--- src/rtl/regfile_wb.sv ---
// General-purpose register file for the five-stage core.
// Write side commits the MEM/WB result; two bypassed operand read ports
// serve ID, a third unbypassed port exposes committed state for debug.
module regfile_wb #(
    parameter int unsigned DATA_W  = 32,
    parameter int unsigned ADDR_W  = 5,
    parameter int unsigned REG_NUM = 32,
    parameter int unsigned CNT_W   = 32
) (
    input  logic              clk,
    input  logic              rst,
    input  logic              wb_wreg,
    input  logic [ADDR_W-1:0] wb_wd,
    input  logic [DATA_W-1:0] wb_wdata,
    input  logic              re1,
    input  logic [ADDR_W-1:0] raddr1,
    output logic [DATA_W-1:0] rdata1,
    input  logic              re2,
    input  logic [ADDR_W-1:0] raddr2,
    output logic [DATA_W-1:0] rdata2,
    input  logic [ADDR_W-1:0] dbg_addr,
    output logic [DATA_W-1:0] dbg_data,
    output logic [CNT_W-1:0]  commit_cnt
);

    logic [DATA_W-1:0] regs_q [REG_NUM];
    logic [CNT_W-1:0]  cnt_q;
    logic [CNT_W-1:0]  cnt_d;
    logic              commit;

    // A commit needs wb_wreg first, so wb_wd/wb_wdata are ignored when it is low.
    assign commit = wb_wreg && (wb_wd != '0);
    assign cnt_d  = cnt_q + CNT_W'(1);

    // Register array: flops so that every entry clears asynchronously.
    always_ff @(posedge clk or negedge rst) begin
        if (!rst) begin
            for (int unsigned i = 0; i < REG_NUM; i++) begin
                regs_q[i] <= '0;
            end
        end else if (commit) begin
            regs_q[wb_wd] <= wb_wdata;
        end
    end

    // Commit counter, wraps modulo 2**CNT_W.
    always_ff @(posedge clk or negedge rst) begin
        if (!rst) begin
            cnt_q <= '0;
        end else if (commit) begin
            cnt_q <= cnt_d;
        end
    end

    assign commit_cnt = cnt_q;

    // Operand port 1: reset, enable, r0, then same-cycle write bypass.
    always_comb begin
        rdata1 = '0;
        if (rst && re1 && (raddr1 != '0)) begin
            if (wb_wreg && (raddr1 == wb_wd)) begin
                rdata1 = wb_wdata;
            end else begin
                rdata1 = regs_q[raddr1];
            end
        end
    end

    // Operand port 2: same priority as port 1.
    always_comb begin
        rdata2 = '0;
        if (rst && re2 && (raddr2 != '0)) begin
            if (wb_wreg && (raddr2 == wb_wd)) begin
                rdata2 = wb_wdata;
            end else begin
                rdata2 = regs_q[raddr2];
            end
        end
    end

    // Debug port: committed state only, never bypassed.
    always_comb begin
        dbg_data = '0;
        if (rst && (dbg_addr != '0)) begin
            dbg_data = regs_q[dbg_addr];
        end
    end

endmodule
--- config.mk ---
export PLATFORM = sky130hd
export DESIGN_NAME = regfile_wb
export DESIGN_NICKNAME = d
export VERILOG_FILES = /design/src/rtl/regfile_wb.sv
export SDC_FILE = /design/constraint.sdc
export NUM_CORES = 2
export LEC_CHECK = 0
export CORE_MARGIN = 5
export CORE_UTILIZATION = 45
export DETAILED_ROUTE_END_ITERATION = 12
export GPL_ROUTABILITY_DRIVEN = 0
export PLACE_DENSITY = 0.58
export SLEW_MARGIN = 25
export SYNTH_ARGS = -nofsm -noshare
export SYNTH_HDL_FRONTEND = slang
export SYNTH_SLANG_ARGS = --single-unit
--- constraint.sdc ---
create_clock -name clk -period 13.1 [get_ports clk]
set_clock_uncertainty 0.05 [all_clocks]
set_input_delay 3.93 -clock clk [delete_from_list [all_inputs] [get_ports clk]]
set_output_delay 3.93 -clock clk [all_outputs]
set_load 0.05 [all_outputs]
After elaboration in Yosys (flattened, before gate mapping):

Cells that the tools add are included.

* output and inout port bits: 128
* flip-flop bits (word level): 1056
* input bits: 57
* logic and storage cells: 75

* muxes and demuxes: 17
* $lt $le $gt $ge: 5
* equality and inequality tests: 2
* bitwise operators: 4
* reductions and logical operators: 13
* add/subtract/negate cells: 1

Operators with widths (number)
* 1024-bit bitwise mux: 1
* 32-bit binary-select mux with 5-bit select: 3
* 32-bit two-way mux: 12
* 32-bit demux with 5-bit select: 1
* 32-bit by 1-bit adder with 32-bit output, second input constant: 1
* 6-bit greater-or-equal comparator, second input constant: 4
* 5-bit NOT with 6-bit output: 4
* 5-bit nonzero test: 4
* 5-bit == test: 2
* 1-bit logical AND: 9
* 6-bit by 1-bit < comparator with 1-bit output, second input constant: 1

Depth between registers and ports, before layout:

* depth in word-level cells: 6
* depth in mapped cells: 10
* gate-level depth less buffers: 6

Least setup slack after synthesis:

No wires, ideal clock.

* path type: input-to-output
* from: input dbg_addr[0]
* to: output dbg_data[10]
* slack: 2.735 ns
* stages on the path: 9
* buffers on the path: 5
* arrival time: 6.385 ns
* required time: 9.120 ns
* cells stage by stage: buf_2 buf_6 buf_6 buf_4 buf_4 mux2i_1 o22ai_1 a211oi_1 a221oi_1

* cells in the longest elaborated chain, start to end: 5
* elaborated cells between the ends (all ways): 7
* classes of those cells: 4 x mux; 1 x bitwise; 2 x reduce/logical

Ends and longest elaborated chain
* from (decl): line 21 `input logic [ADDR_W-1:0] dbg_addr,`
* 5-bit NOT with 6-bit output (not written as such): line 85 `dbg_data = regs_q[dbg_addr];`
* 32-bit binary-select mux with 5-bit select: line 85
* 32-bit two-way mux (not written as such) (2 in series): line 85
* 32-bit two-way mux (*): line 84 `if (rst && (dbg_addr != '0)) begin`
* to (decl): line 22 `output logic [DATA_W-1:0] dbg_data,`

Mark *: on every way between the ends. The rest lies on a longest branch, timed or not. The select of a mux whose other input is x is not followed.

Worst setup path after layout:

* from: input wb_wd[4]
* to: output rdata2[5]

* cells in the longest elaborated chain, start to end: 4

Ends and longest elaborated chain
* from (decl): line 13 `input logic [ADDR_W-1:0] wb_wd,`
* 5-bit == test: line 73 `if (wb_wreg && (raddr2 == wb_wd)) begin`
* 1-bit logical AND: line 73
* 32-bit two-way mux: line 73
* 32-bit two-way mux: line 72 `if (rst && re2 && (raddr2 != '0)) begin`
* to (decl): line 20 `output logic [DATA_W-1:0] rdata2,`

Every way passes these cells.

==> qor.yml <==
outcome: "completed"
core_mm2: 0.1431
yosys_warnings: 0
routed_via_density: 7.163
path_class: "input port to output pin"
hold_path.class: "flop to flop"
io_pins: 185
max_freq_ghz: 0.08290
detail_route.wl_per_cell_um: 38.74
fin_area_mm2: 0.07229
cp.arrival_ns: 8.08
cp_slowest_cell: "clkdlybuf4s50_1"
tightest_slew_ns: 1.150
critical_path.max_fanout: 15
grt-ovfl-total: 0
slew_violations: 0
avgSynthCellArea_um2: 14.08
antenna_found_initial: 12
layout.nets: 4584
grt_pass1_vias: 46310
seqPwrFrac_pct: 42.3
cp-end-kind: "output pin"
grt_pass1_wl_mm: 361.7
start_util_pct: 45.10
clockRootBuffer: "clkbuf_16"
p_sw_mw: 3.275
setup_slack_ns: 1.037
grt_max_degree: 153
ys_ff_latch: 1056
placed_cells: 6308
fin_setup_tns_ns: 0
required_ns: 9.12
yosysSeqAreaShare_pct: 40.94
dieArea_mm2: 0.1511
clkSlewWorstSetupHoldPaths_ns: 0.06
maxCapViolations: 0
drive_gt1_share_pct: 46.43
route.vias.total: 46800
fillers: 12170
placed_area_mm2: 0.06833
synth_edf_count: 0
final_util_pct: 50.51
route.detailed.drc: 0
start_kind: "input port"
cts_hold_buffers: 0
power_density_mw_per_mm2: 146.5
clk_path_buf_depth: 3
syn-cell-area_mm2: 0.06455
cp_common_cell: "clkdlybuf4s50_1"
dp_hpwl_mm: 150.8
finalNonFillerCells: 6533
dr.pass1.iters: 6
htreeDepth: 3
timing_hold_violations_final: 0
die_y_um: 388.7
finalSetupViolations: 0
drt_iter0_markers: 5832
finalCriticalPeriod_ns: 12.06
cts_sinks: 1056
leakage_nw: 30.10
die_x_um: 388.7
dp_slack_ns: 1.117
internal_power_mw: 7.319
postRouteAntennaNets: 0
ys.flop_type: "dfrtp_1"
cts_tree: "yes"
wirelength_mm: 253.1
grt_setup_unrepaired: "no"
port-buffer-count: 184
cpPeakStageDelay_ns: 0.97
fin_crit_sh_pct: 92.08
cts_resized: 0
num_rows: 139
slew_headroom_pct: 23.33
cts_made_buffers: 119
synth_cell_types: 54
p_sw_share_pct: 30.91
clockPowerShare_pct: 32.4
post_cts_buffers: 0
path_cells: "clkdlybuf4s50_1 -> xnor2_1 -> nand4_1 -> or2_2 -> and2_1 -> a211oi_1 -> clkdlybuf4s50_1"
synthCells: 4584
clk_latency_ns: 0.74
p_comb_share_pct: 25.3
async_flop_share_pct: 100.0
syn-num-nets: 4642
track_usage_pct: 33.04
ir_drop_mv: 0.1356
syn_to_final_growth_pct: 11.99
## power by group through the flow
stage                     Combinational, mW  Clock (mW)  Sequential, mW
after floorplan                        1.93           0            4.35
after global placement                 2.62           0            4.48
after detailed placement               2.65           0            4.51
after CTS                              2.66        3.47            4.45
after global routing                   2.83        3.59            4.56
final                                  2.68        3.43            4.49
## layout make-up
| cell class | count | area [um2] | share of cell area, % |
|---|---|---|---|
| antenna | 4 | 10.01 | 0.01385 |
| timing repair buffer | 358 | 3416 | 4.725 |
| sequential | 1056 | 26430 | 36.55 |
| clock inverter | 28 | 240.2 | 0.3323 |
| inverter | 17 | 66.31 | 0.09173 |
| clock buffer | 193 | 3712 | 5.135 |
| tap | 1903 | 2381 | 3.294 |
| multi-input combinational | 2974 | 36040 | 49.85 |
## layout by cell type (no fill, tap or decap), drive strengths merged, types with 4 or more instances in the layout
master / synthesis / layout
o22ai: 58 / 58
a221oi: 133 / 133
o22a: 10 / 10
o21ai: 62 / 62
xnor2: 26 / 26
clkdlybuf4s50: 0 / 163
mux4: 619 / 619
a21oi: 58 / 58
and2: 5 / 5
nor3b: 4 / 4
o221ai: 53 / 53
inv: 15 / 18
nand3: 24 / 24
and3: 5 / 5
a22oi: 84 / 84
mux2i: 300 / 300
nor3: 33 / 33
nand2: 110 / 110
nor4: 4 / 4
xor2: 15 / 15
or2: 7 / 7
mux2: 1079 / 1079
o21bai: 31 / 31
a211o: 15 / 15
clkinv: 2 / 23
buf: 270 / 195
a211oi: 40 / 40
nor2: 63 / 63
nand2b: 5 / 5
nand4: 9 / 9
a221o: 41 / 41
dfrtp: 1056 / 1056
a31oi: 21 / 21
diode: 0 / 4
clkbuf: 267 / 193
nor2b: 30 / 30
o2111a: 10 / 10
## synth_stat cells (all sizes together) (2+ instances only)
cell type  number  area share (%)
a211o          15            0.20
a211oi         40            0.47
a21oi          58            0.45
a221o          41            0.64
a221oi        133             1.8
a22oi          84            0.98
a311oi          2           0.027
a31oi          21            0.20
and2            5           0.048
and3            5           0.048
and4            3           0.041
buf           270             2.2
clkbuf        267             1.6
clkinv          2           0.012
dfrtp        1056              41
inv            15           0.087
mux2         1079              19
mux2i         300             4.7
mux4          619              22
nand2         110            0.64
nand2b          5           0.048
nand3          24            0.19
nand3b          3           0.035
nand4           9           0.087
nor2           63            0.37
nor2b          30            0.29
nor3           33            0.26
nor3b           4           0.047
nor4            4           0.048
o2111a         10            0.17
o2111ai         2           0.037
o21ai          62            0.48
o21bai         31            0.36
o221ai         53            0.72
o22a           10            0.14
o22ai          58            0.56
or2             7           0.068
or3             3           0.029
xnor2          26            0.35
xor2           15            0.20
## cell families (layout without fill, tap and decap cells)
family	Yosys count	in the layout	share of synthesized area (%)
mux	1998	1998	45.07
flops	1056	1056	40.94
compound gates	624	624	7.294
buf+inv	554	596	3.853
simple gates	310	310	2.268
xor+xnor	41	41	0.5563
fa+ha+maj	1	1	0.01938
other cells	0	4	0
## stage by stage
step | total power [mW] | hold slack (ns)
CTS | 10.58 | 0.3664
detailed placement | 7.156 | 0.3528
global route | 10.99 | 0.3851
floorplan | 6.279 | 0.4080
finish | 10.59 | 0.3668
global placement | 7.101 | 0.3475
## path summary, 6_finish.rpt
check	start	depth (start not counted)	slack (ns)	endpoint
setup / recovery	wb_wd[4]	7	1.04	rdata2[5]
hold / removal	regs_q[1020]	0	0.37	regs_q[1020]
setup reg to reg	commit_cnt[0]	6	10.79	commit_cnt[26]
hold reg to reg	regs_q[1020]	0	0.37	regs_q[1020]
max in group asynchronous	rst	4	7.33	regs_q[827]
min in group asynchronous	rst	1	3.03	commit_cnt[12]
## registers in the layout, summed over array words and instances, names as in the netlist
| register | cells |
|---|---|
| regs_q | 1024 |
| commit_cnt | 32 |
## worst max-delay path, delay by kind of cell
family	cells	cell delay, ns
AOI/OAI and AO/OA	1	0.88
xor gates and xnor gates	1	0.19
buffers and inverters	2	1.78
and+or+nand+nor	3	1.28
## per-layer routing
layer  vias up  GRT usage (%)  wire length, um
met2      2784          49.30           112500
met3       626          8.105            26010
li1      18150              -                -
met5         -              0               49
met1     25230          46.29           101600
met4         8          14.06            12940
Power figures use the tool's default switching activity.
